`src/rtl/conv_pkg.sv`:
```
// Shared conv-layer definitions: default sample width, pooling FSM states, clog2 helper.
package conv_pkg;

   localparam int CONV_DATA_W = 16;

   typedef enum logic [2:0] {
      IDLE     = 3'd0,
      SCAN     = 3'd1,
      DRAIN    = 3'd2,
      DONE     = 3'd3,
      WAIT_LOW = 3'd4
   } pool_state_t;

   function automatic int unsigned clog2(input int unsigned v);
      int unsigned r;
      int unsigned x;
      r = 0;
      x = (v > 0) ? v - 1 : 0;
      while (x > 0) begin
         r++;
         x = x >> 1;
      end
      return r;
   endfunction

endpackage

```
`src/rtl/maxpool_engine_if.sv`:
```
// Pool engine bus: start/base from the layer controller, conv buffer read port, pool buffer write port.
interface maxpool_engine_if #(
   parameter int DATA_W     = conv_pkg::CONV_DATA_W,
   parameter int IN_ADDR_W  = 10,
   parameter int OUT_ADDR_W = 12
);
   logic                  pool_en;
   logic [OUT_ADDR_W-1:0] out_base;
   logic                  rd_en;
   logic [IN_ADDR_W-1:0]  rd_addr;
   logic [DATA_W-1:0]     rd_data;
   logic                  wr_en;
   logic [OUT_ADDR_W-1:0] wr_addr;
   logic [DATA_W-1:0]     wr_data;
   logic                  busy;
   logic                  pool_done;

   modport master (
      output pool_en, out_base, rd_data,
      input  rd_en, rd_addr, wr_en, wr_addr, wr_data, busy, pool_done
   );

   modport slave (
      input  pool_en, out_base, rd_data,
      output rd_en, rd_addr, wr_en, wr_addr, wr_data, busy, pool_done
   );
endinterface

```
`src/rtl/pool_window_ctr.sv`:
```
// Tap/column/row counters for a 2x2 stride-2 window scan; row and column bases are kept
// incrementally so the read address needs no multiplier.
module pool_window_ctr
   import conv_pkg::*;
#(
   parameter int IMG_W     = 28,
   parameter int IMG_H     = 28,
   parameter int IN_ADDR_W = 10
)(
   input  logic                 clk,
   input  logic                 rst,
   input  logic                 i_clr,
   input  logic                 i_adv,
   output logic [IN_ADDR_W-1:0] o_addr,
   output logic [1:0]           o_t,
   output logic                 o_last_tap
);
   localparam int POOL_W = IMG_W / 2;
   localparam int POOL_H = IMG_H / 2;
   localparam int PC_W   = clog2(POOL_W + 1);
   localparam int PR_W   = clog2(POOL_H + 1);

   localparam logic [PC_W-1:0]      LP_PC_LAST = PC_W'(POOL_W - 1);
   localparam logic [PR_W-1:0]      LP_PR_LAST = PR_W'(POOL_H - 1);
   localparam logic [IN_ADDR_W-1:0] LP_ROW1    = IN_ADDR_W'(IMG_W);
   localparam logic [IN_ADDR_W-1:0] LP_ROW2    = IN_ADDR_W'(2 * IMG_W);

   logic [1:0]           r_t;
   logic [PC_W-1:0]      r_pc;
   logic [PR_W-1:0]      r_pr;
   logic [IN_ADDR_W-1:0] r_col;
   logic [IN_ADDR_W-1:0] r_row;
   logic                 w_last_col;
   logic                 w_last_row;

   assign w_last_col = (r_pc == LP_PC_LAST);
   assign w_last_row = (r_pr == LP_PR_LAST);

   always_ff @(posedge clk) begin
      if (rst || i_clr) begin
         r_t   <= '0;
         r_pc  <= '0;
         r_pr  <= '0;
         r_col <= '0;
         r_row <= '0;
      end else if (i_adv) begin
         r_t <= r_t + 2'd1;
         if (r_t == 2'd3) begin
            if (w_last_col) begin
               r_pc  <= '0;
               r_col <= '0;
               if (w_last_row) begin
                  r_pr  <= '0;
                  r_row <= '0;
               end else begin
                  r_pr  <= r_pr + PR_W'(1);
                  r_row <= r_row + LP_ROW2;
               end
            end else begin
               r_pc  <= r_pc + PC_W'(1);
               r_col <= r_col + IN_ADDR_W'(2);
            end
         end
      end
   end

   // r_row = 2*pr*IMG_W, r_col = 2*pc; t[1] selects the lower row, t[0] the right column
   assign o_addr     = r_row + (r_t[1] ? LP_ROW1 : '0) + r_col
                       + {{(IN_ADDR_W-1){1'b0}}, r_t[0]};
   assign o_t        = r_t;
   assign o_last_tap = (r_t == 2'd3) && w_last_col && w_last_row;

endmodule

```
`src/rtl/maxpool_engine.sv`:
```
// 2x2 stride-2 signed max-pool engine: scans one conv channel, writes the pooled map,
// pulses pool_done once per pool_en high period.
module maxpool_engine
   import conv_pkg::*;
#(
   parameter int DATA_W     = CONV_DATA_W,
   parameter int IMG_W      = 28,
   parameter int IMG_H      = 28,
   parameter int IN_ADDR_W  = 10,
   parameter int OUT_ADDR_W = 12,
   parameter int RELU       = 0
)(
   input logic             clk,
   input logic             rst,
   maxpool_engine_if.slave bus
);
   pool_state_t                 r_state;
   logic                        r_rd_en;
   logic [IN_ADDR_W-1:0]        r_rd_addr;
   logic [1:0]                  r_rd_t;
   logic                        r_vld;
   logic [1:0]                  r_vld_t;
   logic signed [DATA_W-1:0]    r_acc;
   logic                        r_wr_en;
   logic [OUT_ADDR_W-1:0]       r_wr_addr;
   logic [OUT_ADDR_W-1:0]       r_base;
   logic [OUT_ADDR_W-1:0]       r_widx;
   logic                        r_busy;
   logic                        r_done;

   logic                        w_clr;
   logic                        w_adv;
   logic [IN_ADDR_W-1:0]        w_addr;
   logic [1:0]                  w_t;
   logic                        w_last_tap;
   logic signed [DATA_W-1:0]    w_rd;
   logic signed [DATA_W-1:0]    w_max;
   logic signed [DATA_W-1:0]    w_pool;

   assign w_clr = (r_state == IDLE);
   assign w_adv = (r_state == SCAN) && bus.pool_en;

   pool_window_ctr #(
      .IMG_W     (IMG_W),
      .IMG_H     (IMG_H),
      .IN_ADDR_W (IN_ADDR_W)
   ) u_ctr (
      .clk        (clk),
      .rst        (rst),
      .i_clr      (w_clr),
      .i_adv      (w_adv),
      .o_addr     (w_addr),
      .o_t        (w_t),
      .o_last_tap (w_last_tap)
   );

   // The last tap of a window is compared on the fly so the write lands in the cycle its data arrives
   assign w_rd    = bus.rd_data;
   assign w_max   = ((r_vld_t == 2'd0) || (w_rd > r_acc)) ? w_rd : r_acc;
   assign w_pool  = ((RELU != 0) && w_max[DATA_W-1]) ? '0 : w_max;

   always_ff @(posedge clk) begin
      if (rst) begin
         r_state   <= IDLE;
         r_rd_en   <= 1'b0;
         r_rd_addr <= '0;
         r_rd_t    <= '0;
         r_vld     <= 1'b0;
         r_vld_t   <= '0;
         r_acc     <= '0;
         r_wr_en   <= 1'b0;
         r_wr_addr <= '0;
         r_base    <= '0;
         r_widx    <= '0;
         r_busy    <= 1'b0;
         r_done    <= 1'b0;
      end else begin
         r_rd_en <= 1'b0;
         r_wr_en <= 1'b0;
         r_vld   <= 1'b0;
         r_busy  <= 1'b0;
         r_done  <= 1'b0;
         case (r_state)
            IDLE: begin
               if (bus.pool_en) begin
                  r_state <= SCAN;
                  r_base  <= bus.out_base;
                  r_widx  <= '0;
               end
            end
            SCAN, DRAIN: begin
               if (!bus.pool_en) begin
                  r_state <= IDLE;
               end else begin
                  r_busy  <= 1'b1;
                  r_vld   <= r_rd_en;
                  r_vld_t <= r_rd_t;
                  if (r_vld) begin
                     r_acc <= w_max;
                  end
                  if (r_rd_en && (r_rd_t == 2'd3)) begin
                     r_wr_en   <= 1'b1;
                     r_wr_addr <= r_base + r_widx;
                     r_widx    <= r_widx + OUT_ADDR_W'(1);
                  end
                  if (r_state == SCAN) begin
                     r_rd_en   <= 1'b1;
                     r_rd_addr <= w_addr;
                     r_rd_t    <= w_t;
                     if (w_last_tap) begin
                        r_state <= DRAIN;
                     end
                  end else begin
                     r_state <= DONE;
                  end
               end
            end
            DONE: begin
               r_busy  <= 1'b1;
               r_done  <= 1'b1;
               r_state <= WAIT_LOW;
            end
            WAIT_LOW: begin
               if (!bus.pool_en) begin
                  r_state <= IDLE;
               end
            end
            default: r_state <= IDLE;
         endcase
      end
   end

   assign bus.rd_en     = r_rd_en;
   assign bus.rd_addr   = r_rd_addr;
   assign bus.wr_en     = r_wr_en;
   assign bus.wr_addr   = r_wr_addr;
   assign bus.wr_data   = r_wr_en ? w_pool : '0;
   assign bus.busy      = r_busy;
   assign bus.pool_done = r_done;

endmodule

```
`src/flat_wrapper.sv`:
```
// flat-port wrapper written by rule: the top's interface ports become plain ports
module maxpool_engine_flat import conv_pkg::*;
#(
   parameter int DATA_W     = CONV_DATA_W,
   parameter int IMG_W      = 28,
   parameter int IMG_H      = 28,
   parameter int IN_ADDR_W  = 10,
   parameter int OUT_ADDR_W = 12,
   parameter int RELU       = 0
)
  (clk, rst, bus_pool_en, bus_out_base, bus_rd_data, bus_rd_en, bus_rd_addr, bus_wr_en, bus_wr_addr, bus_wr_data, bus_busy, bus_pool_done);
  maxpool_engine_if #(.DATA_W(DATA_W), .IN_ADDR_W(IN_ADDR_W), .OUT_ADDR_W(OUT_ADDR_W)) bus_i ();
  input logic clk;
  input logic rst;
  input wire logic [$bits(bus_i.pool_en)-1:0] bus_pool_en;
  input wire logic [$bits(bus_i.out_base)-1:0] bus_out_base;
  input wire logic [$bits(bus_i.rd_data)-1:0] bus_rd_data;
  output wire logic [$bits(bus_i.rd_en)-1:0] bus_rd_en;
  output wire logic [$bits(bus_i.rd_addr)-1:0] bus_rd_addr;
  output wire logic [$bits(bus_i.wr_en)-1:0] bus_wr_en;
  output wire logic [$bits(bus_i.wr_addr)-1:0] bus_wr_addr;
  output wire logic [$bits(bus_i.wr_data)-1:0] bus_wr_data;
  output wire logic [$bits(bus_i.busy)-1:0] bus_busy;
  output wire logic [$bits(bus_i.pool_done)-1:0] bus_pool_done;
  assign bus_i.pool_en = bus_pool_en;
  assign bus_i.out_base = bus_out_base;
  assign bus_i.rd_data = bus_rd_data;
  assign bus_rd_en = bus_i.rd_en;
  assign bus_rd_addr = bus_i.rd_addr;
  assign bus_wr_en = bus_i.wr_en;
  assign bus_wr_addr = bus_i.wr_addr;
  assign bus_wr_data = bus_i.wr_data;
  assign bus_busy = bus_i.busy;
  assign bus_pool_done = bus_i.pool_done;
  maxpool_engine #(.DATA_W(DATA_W), .IMG_W(IMG_W), .IMG_H(IMG_H), .IN_ADDR_W(IN_ADDR_W), .OUT_ADDR_W(OUT_ADDR_W), .RELU(RELU)) u_core (.clk(clk), .rst(rst), .bus(bus_i));
endmodule
```
`config.mk`:
```
export PLATFORM = sky130hd
export DESIGN_NAME = maxpool_engine_flat
export DESIGN_NICKNAME = d
export VERILOG_FILES = /design/src/rtl/conv_pkg.sv /design/src/rtl/maxpool_engine_if.sv /design/src/rtl/pool_window_ctr.sv /design/src/rtl/maxpool_engine.sv /design/src/flat_wrapper.sv
export SDC_FILE = /design/constraint.sdc
export NUM_CORES = 1
export LEC_CHECK = 0
export ABC_CLOCK_PERIOD_IN_PS = 2900
export CAP_MARGIN = 20
export CORE_ASPECT_RATIO = 0.5
export CORE_UTILIZATION = 50
export CTS_CLUSTER_SIZE = 28
export DETAILED_ROUTE_END_ITERATION = 16
export GPL_TIMING_DRIVEN = 0
export MAX_ROUTING_LAYER = met4
export PLACE_DENSITY = 0.76
export SYNTH_ARGS = -nofsm -noshare
export SYNTH_HDL_FRONTEND = slang
export SYNTH_HIERARCHICAL = 1
export SYNTH_SLANG_ARGS = --single-unit
```
`constraint.sdc`:
```
create_clock -name clk -period 2.9 [get_ports clk]
set_input_delay 0.58 -clock clk [delete_from_list [all_inputs] [get_ports clk]]
set_output_delay 0.58 -clock clk [all_outputs]
set_load 0.02 [all_outputs]
```
[After elaboration in Yosys (flattened, before gate mapping)]
Index checks and enable logic that the tools add are counted.
Cells by class
  $add $sub $neg: 10
  order comparisons: 1
  eq/ne operators: 13
  multiplexer cells: 22
  bitwise logic cells: 2
  reductions and logical operators: 20
Operators by type and width (number)
  12-bit two-way mux: 3
  16-bit two-way mux: 2
  12-bit case mux with 2 select lines: 1
  10-bit two-way mux: 2
  16-bit greater-than comparator: 1
  3-bit two-way mux: 5
  3-bit AND reduction: 5
  12-bit by 1-bit adder with 12-bit output (second input constant): 1
  12-bit adder: 1
  3-bit case mux with 4 select lines: 1
  10-bit by 1-bit adder with 10-bit output: 1
  10-bit adder: 1
  10-bit by 2-bit adder with 10-bit output (second input constant): 1
  10-bit by 5-bit adder with 10-bit output: 1
  10-bit by 6-bit adder with 10-bit output (second input constant): 1
  4-bit by 1-bit adder with 4-bit output (second input constant): 2
  4-bit equality test (second input constant): 2
  4-bit two-way mux: 2
  3-bit by 2-bit equality test with 1-bit output (second input constant): 2
  2-bit != test (second input constant): 3
  2-bit AND reduction: 3
  5-bit two-way mux: 1
  2-bit equality test (second input constant): 2
  1-bit logical AND: 4
  15 further kinds: 20
Word-level totals
  register bits: 104
  input bits: 31

[Logic depth before layout (Yosys ltp)]
Gate-level depths: netlist (run 1).
  word-level depth: 7
  depth in mapped cells: 10
  gate-level depth less buffers: 10

[By module]
The synthesis (run 1) kept the hierarchy.
By module, submodules not included
  maxpool_engine: instances 1, cells each 449, area an instance 3852.4 um^2
  pool_window_ctr: instances 1, cells each 188, area an instance 1624.1 um^2

[Worst setup path before layout (run 1)]
OpenSTA, ideal clock, no wires.
  path kind: in2out
  start: input bus_rd_data[14]
  end: output bus_wr_data[10]
  arrival time: 2.518 ns
  path slack: -0.198 ns
  stages: 9
  path buffers: 1
  path through: ha_1 -> nand4_2 -> nor4_2 -> a21boi_2 -> o41ai_2 -> a31oi_4 -> buf_6 -> mux2i_1 -> nor2b_1
On the way
  longest elaborated chain between the ends: 4
RTL lines
  start, declared: line flat_wrapper.sv:17  | input wire logic [$bits(bus_i.rd_data)-1:0] bus_rd_data;
  16-bit greater-than comparator: line maxpool_engine.sv:59  | assign w_max = ((r_vld_t == 2'd0) || (w_rd > r_acc)) ? w_rd : r_acc;
  1-bit logical OR: line maxpool_engine.sv:59
  16-bit two-way mux: line maxpool_engine.sv:59
  16-bit two-way mux: line maxpool_engine.sv:137  | assign bus.wr_data = r_wr_en ? w_pool : '0;
  end, declared: line flat_wrapper.sv:22  | output wire logic [$bits(bus_i.wr_data)-1:0] bus_wr_data;
Every way passes these cells.

[Final worst setup path (run 1)]
  start: register u_core.r_acc[10]
  end: output bus_wr_data[13]
On the way
  longest elaborated chain between the ends: 4
RTL lines
  start, declared: line maxpool_engine.sv:23  | logic signed [DATA_W-1:0] r_acc;
  start signal, assigned: line maxpool_engine.sv:99  | r_acc <= w_max;
  16-bit greater-than comparator: line maxpool_engine.sv:59
  1-bit logical OR: line maxpool_engine.sv:59
  16-bit two-way mux: line maxpool_engine.sv:59
  16-bit two-way mux: line maxpool_engine.sv:137
Every way passes these cells.

==> results of run 1 <==
==> critical path, cell delays in order, from the launching register on <==
cell and delay (ps):
dfxtp_1 380, inv_1 80, ha_1 290, nand2_2 80
nor4_4 340, a21boi_4 290, o41ai_4 100, a31oi_4 270
buf_6 200, mux2i_2 250, nor2b_2 70, buf_6 130
==> metal layers <==
layer | share of wire [%] | wire length (microns)
met4 | 1.8 | 231
met2 | 46 | 5930
met5 | 0 | 0
met3 | 4.3 | 550
met1 | 48 | 6120
==> layout make-up <==
class                   instances  area [sq um]  area share, %
plain buffers                  24           115           1.66
clock buffers                  14           274           3.95
clock inverters                 1          30.0          0.432
inverters                      31           120           1.73
multi-input cells             480          3470           50.0
flip-flops and latches        100          2010           29.0
well taps                     140           175           2.52
repair buffers                 81           748           10.8
==> metrics by stage <==
stage	hold WS (ps)	setup TNS, ps
floorplan	436	-440
global placement	438	-31050
detailed placement	446	-33160
CTS	456	-7240
global route	475	-9150
finish	456	-7120
==> placed cells by master (no fill, tap or decap), types with 10 or more instances in the layout <==
master	netlist	layout
a22o_1	16	16
nor3_1	12	11
buf_4	2	10
nor2_1	48	48
o21ai_0	16	16
clkdlybuf4s50_1	0	40
nor2b_1	21	11
nand2_1	90	88
dfxtp_1	100	93
ha_4	0	10
a211oi_1	10	10
nor2b_2	0	10
clkbuf_1	18	19
a21oi_1	63	62
nand3_1	10	10
ha_1	44	34
inv_1	31	27
mux2i_1	19	11
buf_6	3	16
xor2_1	13	13
xnor2_1	24	24
==> worst max path at each step <==
| stage | start | to | slack [ps] | depth (start not counted) |
|---|---|---|---|---|
| 2_1_floorplan | bus_rd_data[8] | bus_wr_data[10] | -40 | 9 |
| 3_3_place_gp | bus_rd_data[4] | bus_wr_data[5] | -1400 | 11 |
| 3_5_place_dp | bus_rd_data[4] | bus_wr_data[6] | -1440 | 11 |
| 4_1_cts | u_core/r_acc[15] | bus_wr_data[6] | -500 | 12 |
| 5_1_grt | u_core/r_acc[10] | bus_wr_data[6] | -610 | 11 |
| 6_report | u_core/r_acc[10] | bus_wr_data[13] | -490 | 11 |
==> state kept, by name, indices dropped and copies added, names as in the netlist, 2 cells and up <==
name and cells:
u_core/r_acc 16, u_core/r_vld_t 2, u_core/u_ctr/r_pr 4, u_core/r_base 12
u_core/u_ctr/r_row 7, u_core/r_widx 12, u_core/u_ctr/r_col 9, u_core/u_ctr/o_t 2
u_core/bus.wr_addr 12, u_core/r_rd_t 2, u_core/bus.rd_addr 10, u_core/u_ctr/r_pc 4
u_core/r_state 3
==> power breakdown <==
group,switching (uW),internal [uW],total [uW]
sequential,10.1,1390,1400
combinational,118,90.7,209
clock,486,736,1220
total,614,2210,2830
==> repair_timing <==
action,CTS,global route
resized for setup,149,24
pin swaps,17,7
setup buffers,9,1
gates cloned,1,0
endpoints found under the setup margin,26,34
==> cells by family after synthesis <==
group | after synthesis | synth area share, %
XOR/XNOR | 37 | 5.92
multiplexers | 19 | 3.47
other | 1 | 0.0685
adder cells (fa/ha/maj) | 47 | 11.1
flip-flops | 100 | 36.6
buffers and inverters | 57 | 4.50
AND/OR/NAND/NOR | 235 | 21.3
AO/OA/AOI/OAI | 141 | 17.0
==> metrics.md, run 1 <==
| Metric | Value |
|---|---|
| # setup viols final | 16 |
| Period utilisation layout | 117% |
| Die height | 76.0 microns |
| Dpl cell area | 6460 sq um |
| Post-DR vias/cell | 5.42 |
| Hold WC Path Type | flip-flop to flip-flop |
| Crit start category | flip-flop |
| Seq/Total Area, Yosys | 36.6% |
| Vias in the first global route | 4448 |
| Reg2reg end | u_core/r_acc[2] |
| CTS tree | done |
| Worst hold start | u_core/bus.wr_addr[0] |
| Syn Nets | 715 |
| PwrDens | 407 nW/um^2 |
| Cells after Synth | 637 |
| Register bit count reported by yosys | 100 |
| CTS Buf Count | 9 |
| Reg-to-reg critical path startpoint | u_core/r_acc[10] |
| Area delta synth->final | 26.8% |
| Clock buffer depth | 2 |
| GP Congestion | 0.851 |
| Rows | 26 |
| Total chip power | 2830 uW |
| Reg2reg setup slack | 230 ps |
| Synth top cells by count | dfxtp_1, nand2_1, a21oi_1 |
| Final Util | 66.7% |
| Most frequent cell after synthesis | dfxtp_1 |
| CP Data Required Time | 2320 ps |
| Initial Utilization | 52.6% |
| Dominant cell type by area after synthesis | dfxtp_1 |
| Post-DRT Antenna Nets | 0 |
| Clk root buf | clkbuf_16 |
| FILL cells | 846 |
| CP Class | flip-flop to output port |
| Diodes inserted | 0 |
| CTS Hold Buffers Added | 0 |
| GRT overflow | 0 |
| H-tree depth | 3 |
| Met1 global-route usage | 29.9% |
| GR peak layer | met2 |
| RSZ-0062 raised after global routing | yes |
| Syn. warnings | 6 |
| Hold Crit Endpoint | u_core/bus.wr_addr[0] |
| Average size of a mapped cell | 8.60 sq um |
| Drt initial violations | 187 |
| Peak supply drop | 0.305 mV |
| Mapped cell area | 5480 sq um |
| Largest net degree at the start of global routing | 16 |
| Post-place setup slack | -1440 ps |
| Lkg Pwr | 0.00265 uW |
| CP max FO | 5 |
| Clock skew | 6.24 ps |
| Core Region | 10400 sq um |
| Met3 usage | 5.15% |
| Synth async-reset ratio | 0% |
| First-pass GRT wire length | 20900 microns |
| Die ar. | 11400 sq um |
| Hold path cells | 2 |
| Fin area | 6940 sq um |
| Die W | 150 microns |
| Layout cell share with drive strength beyond 1 | 15.9% |
| Worst r2r path cells | 10 |
| Wire per inst | 14.7 microns |
| Detailed-route via count | 4723 |
| CP arrival | 2810 ps |
| Failing checks | setup timing |
| Non-filler instance count after layout | 871 |
| GRT Total Usage | 23.6% |
| M2 GR Usage | 37.7% |
| Final Hold Viols | 0 |
| Synth Flop Type | dfxtp_1 |
| Post-layout minimum cycle time | 3390 ps |
| Synth unique cells | 63 |
| Least-Margin Pin Slew | 871 ps |
| Max Transition Viols Final | 0 |
| Synth top area cells | dfxtp_1, ha_1, nand2_1, a21oi_1, xnor2_1 |
| Clk slew on worst S/H paths | 60 ps |
| CP Capture Type | output port |
| First drt pass iteration count | 5 |
| Worst setup margin | -493 ps |
| # nets final | 805 |
| CTS sink cnt | 100 |
| Slew HR | 41.5% |
| Synth top area share | 36.6% |
| Initial antenna violation count | 0 |
| Post-DP HPWL | 9210 microns |
| WL final | 12800 microns |
| Max Cap Viol | 0 |
| Clk_lat worst skew | 340 ps |
| Placed Cells | 849 |
| # port buffers | 72 |
| EDFF count, synth | 0 |
| Run status | finished with violations |
| Peak Freq | 295 MHz |
| Number of top-level pins | 73 |
| Drc violations | 0 |
(Power assumes the default switching activity.)
==> inputs of run 2 (changes only) <==
ABC_AREA = 0   (was not set)
CORE_UTILIZATION = 52   (was 50)
CTS_BUF_LIST = sky130_fd_sc_hd__clkbuf_8   (was not set)
PLACE_DENSITY = 0.79   (was 0.76)
==> run 2 against run 1 <==
- the run still ends with setup timing left
- global-route usage grew 1.8 points
- worst setup slack gained 34 ps
- worst hold slack lost 3.2 ps
- first-iteration DRC count grew 12%
- fmax grew 1.0%
- register-to-register slack gained 50 ps
- count of clock-buffer cells in the layout shrank 5
- sequential power is essentially flat
- non-clock buffer count grew 3
- final area shrank 1.7%
- total power shrank 13%
- final cell count grew 0.46%
- largest power group unchanged
- highest routed layer unchanged
==> metrics.md, run 2 (synthesis results as in run 1) <==
| Metric | Value |
|---|---|
| # nets final | 808 (was 805) |
| Post-DP HPWL | 9330 microns (was 9210 microns) |
| Run status | finished with violations (unchanged) |
| Wire per inst | 14.6 microns (was 14.7 microns) |
| Critical path cell sequence | clkdlybuf4s15_1 -> ha_1 -> nand2_2 -> nor4_4 -> a21boi_4 -> o41ai_4 -> a31oi_4 -> buf_6 -> buf_6 -> mux2i_1 -> nor2b_1 -> buf_4 (was inv_1 -> ha_1 -> nand2_2 -> nor4_4 -> a21boi_4 -> o41ai_4 -> a31oi_4 -> buf_6 -> mux2i_2 -> nor2b_2 -> buf_6) |
| Vias in the first global route | 4541 (was 4448) |
| GRT Total Usage | 25.4% (was 23.6%) |
| Detailed-route via count | 4764 (was 4723) |
| Final Util | 66.8% (was 66.7%) |
| Initial Utilization | 53.6% (was 52.6%) |
| CP Data Required Time | 2320 ps (about the same) |
| Placed Cells | 849 (unchanged) |
| Most frequent cells in the layout | dfxtp_1, nand2_1, a21oi_1, nor2_1, clkdlybuf4s50_1 (unchanged) |
| CTS tree | done (unchanged) |
| Clk slew on worst S/H paths | 90 ps (was 60 ps) |
| Period utilisation layout | 116% (was 117%) |
| Least-Margin Pin Slew | 761 ps (was 871 ps) |
| Rows | 26 (unchanged) |
| Clock buffer depth | 2 (unchanged) |
| First drt pass iteration count | 4 (was 5) |
| Max Transition Viols Final | 0 (unchanged) |
| Post-DRT Antenna Nets | 0 (unchanged) |
| CP arrival | 2780 ps (was 2810 ps) |
| Max reg flops | 16 (unchanged) |
| Critical Path Most Common Cell | buf_6 (unchanged) |
| H-tree depth | 3 (unchanged) |
| CTS Hold Buffers Added | 0 (unchanged) |
| Peak supply drop | 0.180 mV (was 0.305 mV) |
| Clock skew | 7.56 ps (was 6.24 ps) |
| Crit start category | input port (was flip-flop) |
| Lkg Pwr | 0.00262 uW (was 0.00265 uW) |
| CP max FO | 5 (unchanged) |
| First-pass GRT wire length | 21200 microns (was 20900 microns) |
| Post-DR vias/cell | 5.44 (was 5.42) |
| # port buffers | 72 (unchanged) |
| Diodes inserted | 0 (unchanged) |
| Worst setup margin | -459 ps (was -493 ps) |
| CTS sink cnt | 100 (unchanged) |
| Commonest non-fill, non-tap cell in the layout | dfxtp_1 (unchanged) |
| Clk root buf | clkbuf_8 (was clkbuf_16) |
| Drt initial violations | 209 (was 187) |
| Drc violations | 0 (unchanged) |
| Failing checks | setup timing (unchanged) |
| CP Capture Type | output port (unchanged) |
| CP Class | input port to output port (was flip-flop to output port) |
| Multi-input gate area | 3470 sq um (about the same) |
| Area delta synth->final | 24.7% (was 26.8%) |
| Non-filler instance count after layout | 875 (was 871) |
| WL final | 12800 microns (about the same) |
| Core Region | 10200 sq um (was 10400 sq um) |
| Layout cell share with drive strength beyond 1 | 16.1% (was 15.9%) |
| CP max-delay cell | nor4_4 (was dfxtp_1) |
| Final Hold Viols | 0 (unchanged) |
| Peak Freq | 298 MHz (was 295 MHz) |
| Clk_lat worst skew | 370 ps (was 340 ps) |
| Die W | 147 microns (was 150 microns) |
| Slew HR | 48.9% (was 41.5%) |
| RSZ-0062 raised after global routing | yes (unchanged) |
| GP Congestion | 0.881 (was 0.851) |
| Largest register by flop count | u_core/r_acc (unchanged) |
| Initial antenna violation count | 0 (unchanged) |
| Number of top-level pins | 73 (unchanged) |
| Largest net degree at the start of global routing | 16 (unchanged) |
| Post-layout minimum cycle time | 3360 ps (was 3390 ps) |
| Hold WC Path Type | flip-flop to flip-flop (unchanged) |
| # setup viols final | 16 (unchanged) |
| PwrDens | 361 nW/um^2 (was 407 nW/um^2) |
| FILL cells | 870 (was 846) |
| Max Cap Viol | 0 (unchanged) |
| Fin area | 6830 sq um (was 6940 sq um) |
| Die ar. | 11000 sq um (was 11400 sq um) |
| Post-place setup slack | -1400 ps (was -1440 ps) |
| GRT overflow | 0 (unchanged) |
| CTS Buf Count | 9 (unchanged) |
| Die height | 74.6 microns (was 76.0 microns) |
| Slowest Stage Delay on Critical Path | 340 ps (was 380 ps) |
| Flip-flop and latch area | 2010 sq um (about the same) |
| Post-route setup TNS | -6800 ps (was -7120 ps) |
| Dpl cell area | 6460 sq um (unchanged) |
## run 2: worst paths after layout
path,from,end,slack (ps),cells after the start
max,bus_rd_data[10],bus_wr_data[0],-460,12
max reg2reg,u_core/r_acc[11],u_core/r_acc[14],280,10
min,u_core/bus.wr_addr[6],u_core/bus.wr_addr[6],450,2
min reg2reg,u_core/bus.wr_addr[6],u_core/bus.wr_addr[6],450,2
## run 2: report_power, final
part           internal [uW]  total (uW)  switching (uW)
registers               1380        1390            10.0
clock network            389         864             475
logic                   90.4         208             117
total                   1860        2470             602
## run 2: layout make-up
type | instances | area share [%]
multi-input cells | 480 | 50.8
well taps | 140 | 2.57
flip-flops and latches | 100 | 29.5
inverters | 31 | 1.70
plain buffers | 24 | 1.69
repair buffers | 84 | 11.0
clock buffers | 9 | 1.81
clock inverters | 7 | 0.880
## run 2: critical path, delay by kind of cell
kind                     cells  cell delay, ps
multiplexers                 1             190
AND/OR/NAND/NOR              3             490
adder cells (fa/ha/maj)      1             310
buffers and inverters        4             630
AO/OA/AOI/OAI                3             590
## run 2: repair_timing
| action | 4_1_cts | 5_1_grt |
|---|---|---|
| hold endpoints to repair | 0 | 0 |
| gates resized for setup | 144 | 25 |
| endpoints found under the setup margin | 26 | 30 |
| setup buffers | 7 | 5 |
| pin swaps | 12 | 5 |
| cloned | 1 | 0 |
## run 2: per-stage QoR
stage | hold WS, ps | power, uW
after CTS | 456 | 2480
final | 453 | 2470
after detailed placement | 443 | 1620
after global routing | 482 | 2570
after global placement | 439 | 1620
after floorplan | 436 | 1540
## run 2: metal layers
metal	track usage (%)	routed length (microns)
met3	5.09	501
met1	30.1	5760
met2	44.4	6290
met4	7.67	218
met5	-	0
